<file path="src/rtl/ztimer_pkg.sv">
// Shared types and sizing helpers for the ztimer capture array.
package ztimer_pkg;

   typedef enum logic [1:0] {
      ST_IDLE = 2'd0,
      ST_RUN  = 2'd1,
      ST_DONE = 2'd2
   } zt_state_e;

   localparam int ZT_BYTE_W = 8;

   function automatic int zt_num_bytes(input int cnt_w);
      return (cnt_w + 7) / 8;
   endfunction

endpackage

</file>
<file path="src/rtl/ztimer_channel.sv">
// One timer channel: optional input synchroniser (ZTIMER_SYNC_EN), edge detect,
// IDLE/RUN/DONE state machine and saturating counter.
module ztimer_channel
   import ztimer_pkg::*;
#(
   parameter int CNT_W = 32
) (
   input  logic             clk,
   input  logic             rst,
   input  logic             clear,
   input  logic             start,
   input  logic             stop,
   output logic [CNT_W-1:0] count,
   output logic             busy,
   output logic             done,
   output logic             ovf
);

   localparam logic [CNT_W-1:0] CNT_MAX = '1;

   logic start_s;
   logic stop_s;
   logic clear_s;

`ifdef ZTIMER_SYNC_EN
   logic [1:0] start_sync_r;
   logic [1:0] stop_sync_r;
   logic [1:0] clear_sync_r;

   // Two-flop synchronisers for the control inputs.
   always_ff @(posedge clk) begin
      if (rst) begin
         start_sync_r <= 2'b00;
         stop_sync_r  <= 2'b00;
         clear_sync_r <= 2'b00;
      end else begin
         start_sync_r <= {start_sync_r[0], start};
         stop_sync_r  <= {stop_sync_r[0], stop};
         clear_sync_r <= {clear_sync_r[0], clear};
      end
   end

   assign start_s = start_sync_r[1];
   assign stop_s  = stop_sync_r[1];
   assign clear_s = clear_sync_r[1];
`else
   assign start_s = start;
   assign stop_s  = stop;
   assign clear_s = clear;
`endif

   logic             start_q_r;
   logic             stop_q_r;
   logic             start_rise_s;
   logic             stop_rise_s;
   zt_state_e        state_r;
   zt_state_e        state_nx_s;
   logic [CNT_W-1:0] count_r;
   logic [CNT_W-1:0] count_nx_s;
   logic             ovf_r;
   logic             ovf_nx_s;
   logic             busy_r;
   logic             done_r;

   assign start_rise_s = start_s & ~start_q_r;
   assign stop_rise_s  = stop_s & ~stop_q_r;

   // Next-state, counter and overflow logic; clear overrides every state.
   always_comb begin
      state_nx_s = state_r;
      count_nx_s = count_r;
      ovf_nx_s   = ovf_r;
      if (clear_s) begin
         state_nx_s = ST_IDLE;
         count_nx_s = '0;
         ovf_nx_s   = 1'b0;
      end else begin
         case (state_r)
            ST_IDLE: begin
               // A coincident stop rise is dropped: start wins.
               if (start_rise_s) begin
                  state_nx_s = ST_RUN;
                  count_nx_s = '0;
                  ovf_nx_s   = 1'b0;
               end else begin
                  state_nx_s = ST_IDLE;
               end
            end
            ST_RUN: begin
               if (count_r == CNT_MAX) begin
                  ovf_nx_s = 1'b1;
               end else begin
                  count_nx_s = count_r + CNT_W'(1);
               end
               if (stop_rise_s) begin
                  state_nx_s = ST_DONE;
               end else begin
                  state_nx_s = ST_RUN;
               end
            end
            ST_DONE: begin
               state_nx_s = ST_DONE;
            end
            default: begin
               state_nx_s = ST_IDLE;
               count_nx_s = '0;
               ovf_nx_s   = 1'b0;
            end
         endcase
      end
   end

   // State, counter, edge-detect history and status flag registers.
   always_ff @(posedge clk) begin
      if (rst) begin
         state_r   <= ST_IDLE;
         count_r   <= '0;
         ovf_r     <= 1'b0;
         busy_r    <= 1'b0;
         done_r    <= 1'b0;
         start_q_r <= 1'b0;
         stop_q_r  <= 1'b0;
      end else begin
         state_r   <= state_nx_s;
         count_r   <= count_nx_s;
         ovf_r     <= ovf_nx_s;
         busy_r    <= (state_nx_s == ST_RUN);
         done_r    <= (state_nx_s == ST_DONE);
         start_q_r <= start_s;
         stop_q_r  <= stop_s;
      end
   end

   assign count = count_r;
   assign busy  = busy_r;
   assign done  = done_r;
   assign ovf   = ovf_r;

endmodule

</file>
<file path="src/rtl/ztimer_capture_array.sv">
// Multi-channel interval timer with a byte-wide request/ack readout port.
// Optional input synchronisation is enabled with ZTIMER_SYNC_EN.
module ztimer_capture_array
   import ztimer_pkg::*;
#(
   parameter  int NCH    = 4,
   parameter  int CNT_W  = 32,
   localparam int NB     = zt_num_bytes(CNT_W),
   localparam int SEL_W  = (NCH > 1) ? $clog2(NCH) : 1,
   localparam int BYTE_W = (NB > 1) ? $clog2(NB) : 1
) (
   input  logic                 clk,
   input  logic                 rst,
   input  logic [NCH-1:0]       clear,
   input  logic [NCH-1:0]       start,
   input  logic [NCH-1:0]       stop,
   input  logic                 rd_req,
   input  logic [SEL_W-1:0]     rd_sel,
   input  logic [BYTE_W-1:0]    rd_byte,
   output logic                 rd_ack,
   output logic [ZT_BYTE_W-1:0] rd_data,
   output logic [NCH-1:0]       busy,
   output logic [NCH-1:0]       done,
   output logic [NCH-1:0]       ovf
);

   logic [NCH-1:0][CNT_W-1:0]    counts_s;
   logic [CNT_W-1:0]             sel_cnt_s;
   logic [NB*ZT_BYTE_W-1:0]      padded_s;
   logic [ZT_BYTE_W-1:0]         byte_s;
   logic                         rd_ack_r;
   logic [ZT_BYTE_W-1:0]         rd_data_r;

   for (genvar g = 0; g < NCH; g++) begin : g_ch
      ztimer_channel #(
         .CNT_W (CNT_W)
      ) u_ch (
         .clk   (clk),
         .rst   (rst),
         .clear (clear[g]),
         .start (start[g]),
         .stop  (stop[g]),
         .count (counts_s[g]),
         .busy  (busy[g]),
         .done  (done[g]),
         .ovf   (ovf[g])
      );
   end

   // Readout mux; selectors that match no channel or byte fall through to zero.
   always_comb begin
      sel_cnt_s = '0;
      for (int c = 0; c < NCH; c++) begin
         if (rd_sel == SEL_W'(c)) begin
            sel_cnt_s = counts_s[c];
         end else begin
            sel_cnt_s = sel_cnt_s;
         end
      end
      padded_s = '0;
      padded_s[CNT_W-1:0] = sel_cnt_s;
      byte_s = 8'h00;
      for (int b = 0; b < NB; b++) begin
         if (rd_byte == BYTE_W'(b)) begin
            byte_s = padded_s[b*ZT_BYTE_W +: ZT_BYTE_W];
         end else begin
            byte_s = byte_s;
         end
      end
   end

   // Readout register: one ack per request cycle, data held between reads.
   always_ff @(posedge clk) begin
      if (rst) begin
         rd_ack_r  <= 1'b0;
         rd_data_r <= 8'h00;
      end else begin
         rd_ack_r <= rd_req;
         if (rd_req) begin
            rd_data_r <= byte_s;
         end else begin
            rd_data_r <= rd_data_r;
         end
      end
   end

   assign rd_ack  = rd_ack_r;
   assign rd_data = rd_data_r;

endmodule

</file>
<file path="config.mk">
export PLATFORM = sky130hd
export DESIGN_NAME = ztimer_capture_array
export DESIGN_NICKNAME = d
export VERILOG_FILES = /design/src/rtl/ztimer_pkg.sv /design/src/rtl/ztimer_channel.sv /design/src/rtl/ztimer_capture_array.sv
export SDC_FILE = /design/constraint.sdc
export NUM_CORES = 1
export LEC_CHECK = 0
export CORE_MARGIN = 5
export CORE_UTILIZATION = 45
export CTS_CLUSTER_SIZE = 40
export DETAILED_ROUTE_END_ITERATION = 16
export GPL_TIMING_DRIVEN = 0
export PLACE_DENSITY = 0.68
export RECOVER_POWER = 50
export SLEW_MARGIN = 20
export SYNTH_ARGS = -nofsm -noshare
export SYNTH_HDL_FRONTEND = slang
export SYNTH_SLANG_ARGS = --single-unit
</file>
<file path="constraint.sdc">
create_clock -name clk -period 2.5 [get_ports clk]
set_input_delay 0.625 -clock clk [delete_from_list [all_inputs] [get_ports clk]]
set_output_delay 0.625 -clock clk [all_outputs]
set_load 0.02 [all_outputs]
</file>
# Yosys cells after proc, flatten, opt, wreduce, memory -nomap -nowiden

Index checks and enable logic that the tools add are counted.

$add $sub $neg: 4
Equality and inequality tests: 38
Multiplexer cells: 48
Bitwise operators: 20
Reductions and logical operators: 18

Operators by type and width:

| kind                                           | number |
|---|---|
| two-way mux 32 bit                             | 12 |
| one-hot mux 32 bit (3 select lines)            | 4 |
| adder 32 x 1 -> 32 bit (second input constant) | 4 |
| == test 32 bit (second input constant)         | 4 |
| two-way mux 8 bit                              | 4 |
| == test 2 bit (second input constant)          | 12 |
| one-hot mux 2 bit (3 select lines)             | 4 |
| AND reduction 3 bit                            | 8 |
| == test 2 x 1 -> 1 bit (second input constant) | 10 |
| two-way mux 2 bit                              | 8 |
| != test 2 x 1 -> 1 bit (second input constant) | 8 |
| zero test 2 bit                                | 6 |
| two-way mux 1 bit                              | 12 |
| NOT 1 bit                                      | 12 |
| one-hot mux 1 bit (3 select lines)             | 4 |
| bitwise AND 1 bit                              | 8 |
| != test 2 bit (second input constant)          | 4 |
| OR reduction 2 bit                             | 4 |

Register bits after elaboration: 165
Bits of input ports: 19
Output and inout bits: 21
Logic and storage cells: 158

# Longest topological paths before layout

Word-level depth: 9
Mapped depth: 9
Gate-level depth less buffers: 6

# Cells and area by module

A second synthesis with hierarchy kept.

Cells, all modules: 1175
Area total of the unflattened synthesis: 9818.2 µm²

Modules (own cells, without submodules):

| module                             | times used | cells an instance | area each (µm²) | sequential area each (µm²) |
|---|---|---|---|---|
| ztimer_channel at g_ch[0].u_ch ... | 3          | 262               | 2103.3          | 780.7 |
| ztimer_channel at g_ch[3].u_ch     | 1          | 273               | 2152.1          | 780.7 |
| ztimer_capture_array               | 1          | 116               | 1356.3          | 180.2 |

# Least setup slack after synthesis

Ideal clock, no wire load.

Path type: input port to flip-flop
Start: input start[1]
End: register g_ch[1].u_ch.count_r[31]
Setup time: 0.070 ns
Arrival time: 2.276 ns
Data required time: 2.430 ns
Slack: 0.155 ns
Stages on the path: 7
Buffers on the path: 2
Cells stage by stage: or3b_1 nand2b_1 or4b_1 buf_2 buf_6 or4_1 a21oi_1

Word-level cells in the longest chain between the ends: 3

RTL lines:

| what                             | line                       | source |
|---|---|---|
| from (decl)                      | ztimer_capture_array.sv:15 | `input logic [NCH-1:0] start,` |
| bitwise AND 1 bit                | ztimer_channel.sv:65       | `assign start_rise_s = start_s & ~start_q_r;` |
| != test 2 x 1 -> 1 bit (no line) | n/a                        |  |
| AND reduction 3 bit (no line)    | n/a                        |  |
| to (signal assigned)             | ztimer_channel.sv:125      | `count_r <= count_nx_s;` |
| to (decl)                        | ztimer_channel.sv:58       | `logic [CNT_W-1:0] count_r;` |

Every way passes these cells.
A chain may end at the register's enable or synchronous reset.

# Worst setup path after layout

Start: input rd_byte[0]
End: register rd_data_r[4], in the netlist rd_data[4]

Word-level cells in the longest chain between the ends: 5
Elaborated cells on any way between the ends: 8
Classes of those cells: eq/ne: 3; mux: 4; reduce/logical: 1

RTL lines:

| what                           | line                       | source |
|---|---|---|
| from (decl)                    | ztimer_capture_array.sv:19 | `input logic [BYTE_W-1:0] rd_byte,` |
| zero test 2 bit                | ztimer_capture_array.sv:64 | `if (rd_byte == BYTE_W'(b)) begin` |
| two-way mux 8 bit (3 in a row) | ztimer_capture_array.sv:64 |  |
| two-way mux 8 bit (*)          | ztimer_capture_array.sv:64 |  |
| to (signal assigned)           | ztimer_capture_array.sv:80 | `rd_data_r <= byte_s;` |
| to (signal assigned)           | ztimer_capture_array.sv:82 | `rd_data_r <= rd_data_r;` |
| to (decl)                      | ztimer_capture_array.sv:32 | `logic [ZT_BYTE_W-1:0] rd_data_r;` |

Mark *: on every way between the ends. The rest lies on a longest branch, timed or not.

==> flow_summary.json <==
{
  "status": "finished clean",
  "cts.sinks": 165,
  "cp-end-kind": "flip-flop",
  "cts_max_path_buffers": 2,
  "power_mw": 5.82,
  "hold_ws_ns": 0.467,
  "worst_setup_path_start_kind": "input pin",
  "post_drt_wl_per_cell_um": 20.5,
  "placedCellCount": 1429,
  "synthCells": 1122,
  "synth.avg_cell_area_um2": 8.26,
  "cts_tree": "yes",
  "rr_worst_depth": 8,
  "slew_headroom_pct": 44.0,
  "die_w_um": 154,
  "fin_ws_ns": 0.0579,
  "fin_area_um2": 10800,
  "synth_adder_area_share_pct": 0.540,
  "cp_max_fo": 10,
  "die-area_um2": 23600,
  "insertion_delay_ns": 0.44,
  "hpwl_mm": 22.3,
  "synth.top_cell.area_share_pct": 35.6,
  "grt_first_pass_wirelength_mm": 47.4,
  "dieHeight_um": 154,
  "synth-xor-area-share_pct": 0.756,
  "hold_end": "g_ch[1].u_ch.ovf$_SDFFE_PP0P_",
  "p_leak_nw": 3.43,
  "final.setup_skew_ns": 0.0117,
  "finalCritPeriodShare_pct": 97.7,
  "ys_top_cells_by_area": "dfxtp_1, a21oi_1, or4_1",
  "cts_buffers": 17,
  "io-pin-count": 40,
  "ys.flop_type": "dfxtp_1",
  "drt-total-wl_mm": 30.1,
  "drc": 0,
  "finish.utilization_pct": 53.4,
  "placed_cell_area_um2": 9980,
  "powerDensity_nw_per_um2": 538,
  "finalHoldViolCount": 0,
  "tns_ns": 0,
  "yosysSeqAreaShare_pct": 35.6,
  "synth.ff_latch_count": 165,
  "ys_types": 67,
  "diodes": 0,
  "cts.htree.levels": 4,
  "finalMaxSlewViolations": 0,
  "root_buffer": "clkbuf_16",
  "syn2layout_area_growth_pct": 16.6,
  "drt-pass1-iter-count": 5,
  "hold_path.class": "flip-flop to flip-flop",
  "core_area_um2": 20200,
  "synthMuxAreaShare_pct": 6.55,
  "row_count": 52,
  "max_slew.worst_pin.slew_ns": 0.840,
  "reg2reg_to": "g_ch[2].u_ch.count[7]$_SDFFE_PP0P_",
  "grt_max_degree": 17,
  "drt_iter0_drc": 830,
  "antenna_found_initial": 0,
  "r2r-start": "g_ch[2].u_ch.count[13]$_SDFFE_PP0P_",
  "synthSimpleGateAreaFrac_pct": 32.0,
  "post-route-min-period_ns": 2.44,
  "gp_congestion": 0.977,
  "grt_use_total_pct": 24.9,
  "syn_nets": 1145,
  "peakVddDrop_mv": 0.419,
  "hold_depth": 1,
  "ant_nets": 0,
  "drv_cap": 0,
  "start_util_pct": 45.8,
  "max_freq_mhz": 409,
  "vias_per_cell": 6.47,
  "clk_pin_slew_ns": 0.07,
  "setup_viol": 0,
  "crit_type": "input pin to flip-flop",
  "drive_above_1_share_pct": 13.0,
  "critPathRequiredTime_ns": 2.80,
  "nNetsFinal": 1207,
  "preCtsSetupSlack_ns": -0.949,
  "num_vias": 9484,
  "cp_data_arrival_time_ns": 2.74,
  "synthArstFlopShare_pct": 0,
  "synth_area_leader_cell": "dfxtp_1",
  "synth_edf_count": 0,
  "yosysWarningCount": 0,
  "synth_top_family_by_area": "simple AND/OR/NAND/NOR gates",
  "reg2reg_slack_ns": 0.09,
  "syn-cell-area_um2": 9270,
  "synth_compound_area_share_pct": 19.2,
  "port-buffer-count": 37,
  "overflow": 0,
  "hold_start": "g_ch[1].u_ch.ovf$_SDFFE_PP0P_",
  "n_fill_cell": 1908,
  "grt_pass1_vias": 8500,
  "stdcell_count": 1466
}
-- cell families after synthesis --
kind of cell / after synthesis
xor gates and xnor gates: 8
adders and majority gates: 4
DFF: 165
buffers and inverters: 98
muxes: 37
and+or+nand+nor: 512
AOI/OAI and AO/OA: 298
-- worst max-delay path: stages --
cell             delay [ns]
clkdlybuf4s50_1        0.58
clkbuf_2               0.32
clkbuf_1               0.45
o21ai_0                0.27
a32oi_1                0.21
o21ai_0                0.13
nor3b_1                0.15
-- layout make-up --
type                       count  area (µm²)  area share (%)
inverter                      12        45.0           0.417
tap                          270         338            3.12
buffer                        83         457            4.22
sequential                   165        3320            30.7
clock buffer                  21         470            4.35
clock inverter                10         146            1.35
timing repair buffer          46         435            4.03
multi-input combinational    859        5600            51.8
-- power breakdown --
group | switching (mW) | total [mW] | internal [mW]
logic | 0.245 | 0.381 | 0.136
clock network | 1.12 | 2.77 | 1.66
registers | 0.0172 | 2.67 | 2.65
total | 1.38 | 5.82 | 4.44
-- repair_timing --
action,in CTS,in global routing
hold buffers,0,0
pin swaps,2,3
setup endpoints to repair,109,96
setup buffers,7,2
gates resized for setup,27,43
-- metal layers --
metal / vias up / wire length [µm] / global-route usage (%)
met5: - / 0 / 0
met4: 0 / 1150 / 9.84
met3: 73 / 2540 / 5.34
met2: 403 / 13500 / 38.2
met1: 4568 / 12900 / 34.4
li1: 4440 / - / -
-- state kept, by name, indices dropped and copies added (netlist names) --
name and cells:
g_ch.u_ch.start_q_r 4, g_ch.u_ch.busy 4, g_ch.u_ch.count 128, g_ch.u_ch.ovf 4, g_ch.u_ch.done 4, g_ch.u_ch.state_r 8
rd_data 8, rd_ack 1, g_ch.u_ch.stop_q_r 4
-- cells in the final DEF (no fill, tap or decap), types with 5 or more instances in the layout --
cell / n
nor3b_1: 6
clkbuf_2: 15
mux2_2: 6
nor4_1: 15
clkdlybuf4s50_1: 14
o211ai_1: 19
xor2_1: 6
and3_1: 15
o22ai_1: 5
nor2_1: 52
nand2b_1: 6
nor2b_1: 27
o31ai_1: 41
clkbuf_1: 33
or4_1: 61
o21ai_0: 83
mux2i_1: 13
dfxtp_1: 151
inv_1: 12
and4_1: 20
and2_1: 9
mux4_2: 17
dlygate4sd3_1: 21
nand3_1: 54
nor3_1: 21
a21oi_1: 111
nand2_1: 80
clkbuf_16: 17
buf_2: 7
buf_4: 26
dfxtp_2: 14
nand4_1: 50
or3_1: 59
or2_2: 9
-- how the worst max path moves through the flow --
stage	startpoint	to	slack, ns	depth (start not counted)
after detailed placement	rst	g_ch[2].u_ch.count[19]$_SDFFE_PP0P_	-0.95	7
after CTS	g_ch[0].u_ch.count[0]$_SDFFE_PP0P_	g_ch[0].u_ch.count[1]$_SDFFE_PP0P_	0.002	8
final	rd_byte[0]	rd_data[4]$_SDFFE_PP0P_	0.06	7
after global routing	g_ch[0].u_ch.count[1]$_SDFFE_PP0P_	g_ch[0].u_ch.count[1]$_SDFFE_PP0P_	-0.01	8
after global placement	rst	g_ch[2].u_ch.count[19]$_SDFFE_PP0P_	-0.93	7
after floorplan	start[1]	g_ch[1].u_ch.count[31]$_SDFFE_PP0P_	0.15	7
-- Yosys cell counts, types with 17 or more instances --
| library cell | n |
|---|---|
| nor2_1 | 52 |
| o31ai_1 | 42 |
| nor2b_1 | 27 |
| and4_1 | 20 |
| o21ai_0 | 83 |
| nor3_1 | 22 |
| o211ai_1 | 19 |
| nand2_1 | 80 |
| or4_1 | 62 |
| clkbuf_1 | 45 |
| nand4_1 | 50 |
| or3_1 | 59 |
| mux4_2 | 17 |
| dfxtp_1 | 165 |
| nand3_1 | 55 |
| a21oi_1 | 111 |
(Power assumes the default switching activity.)
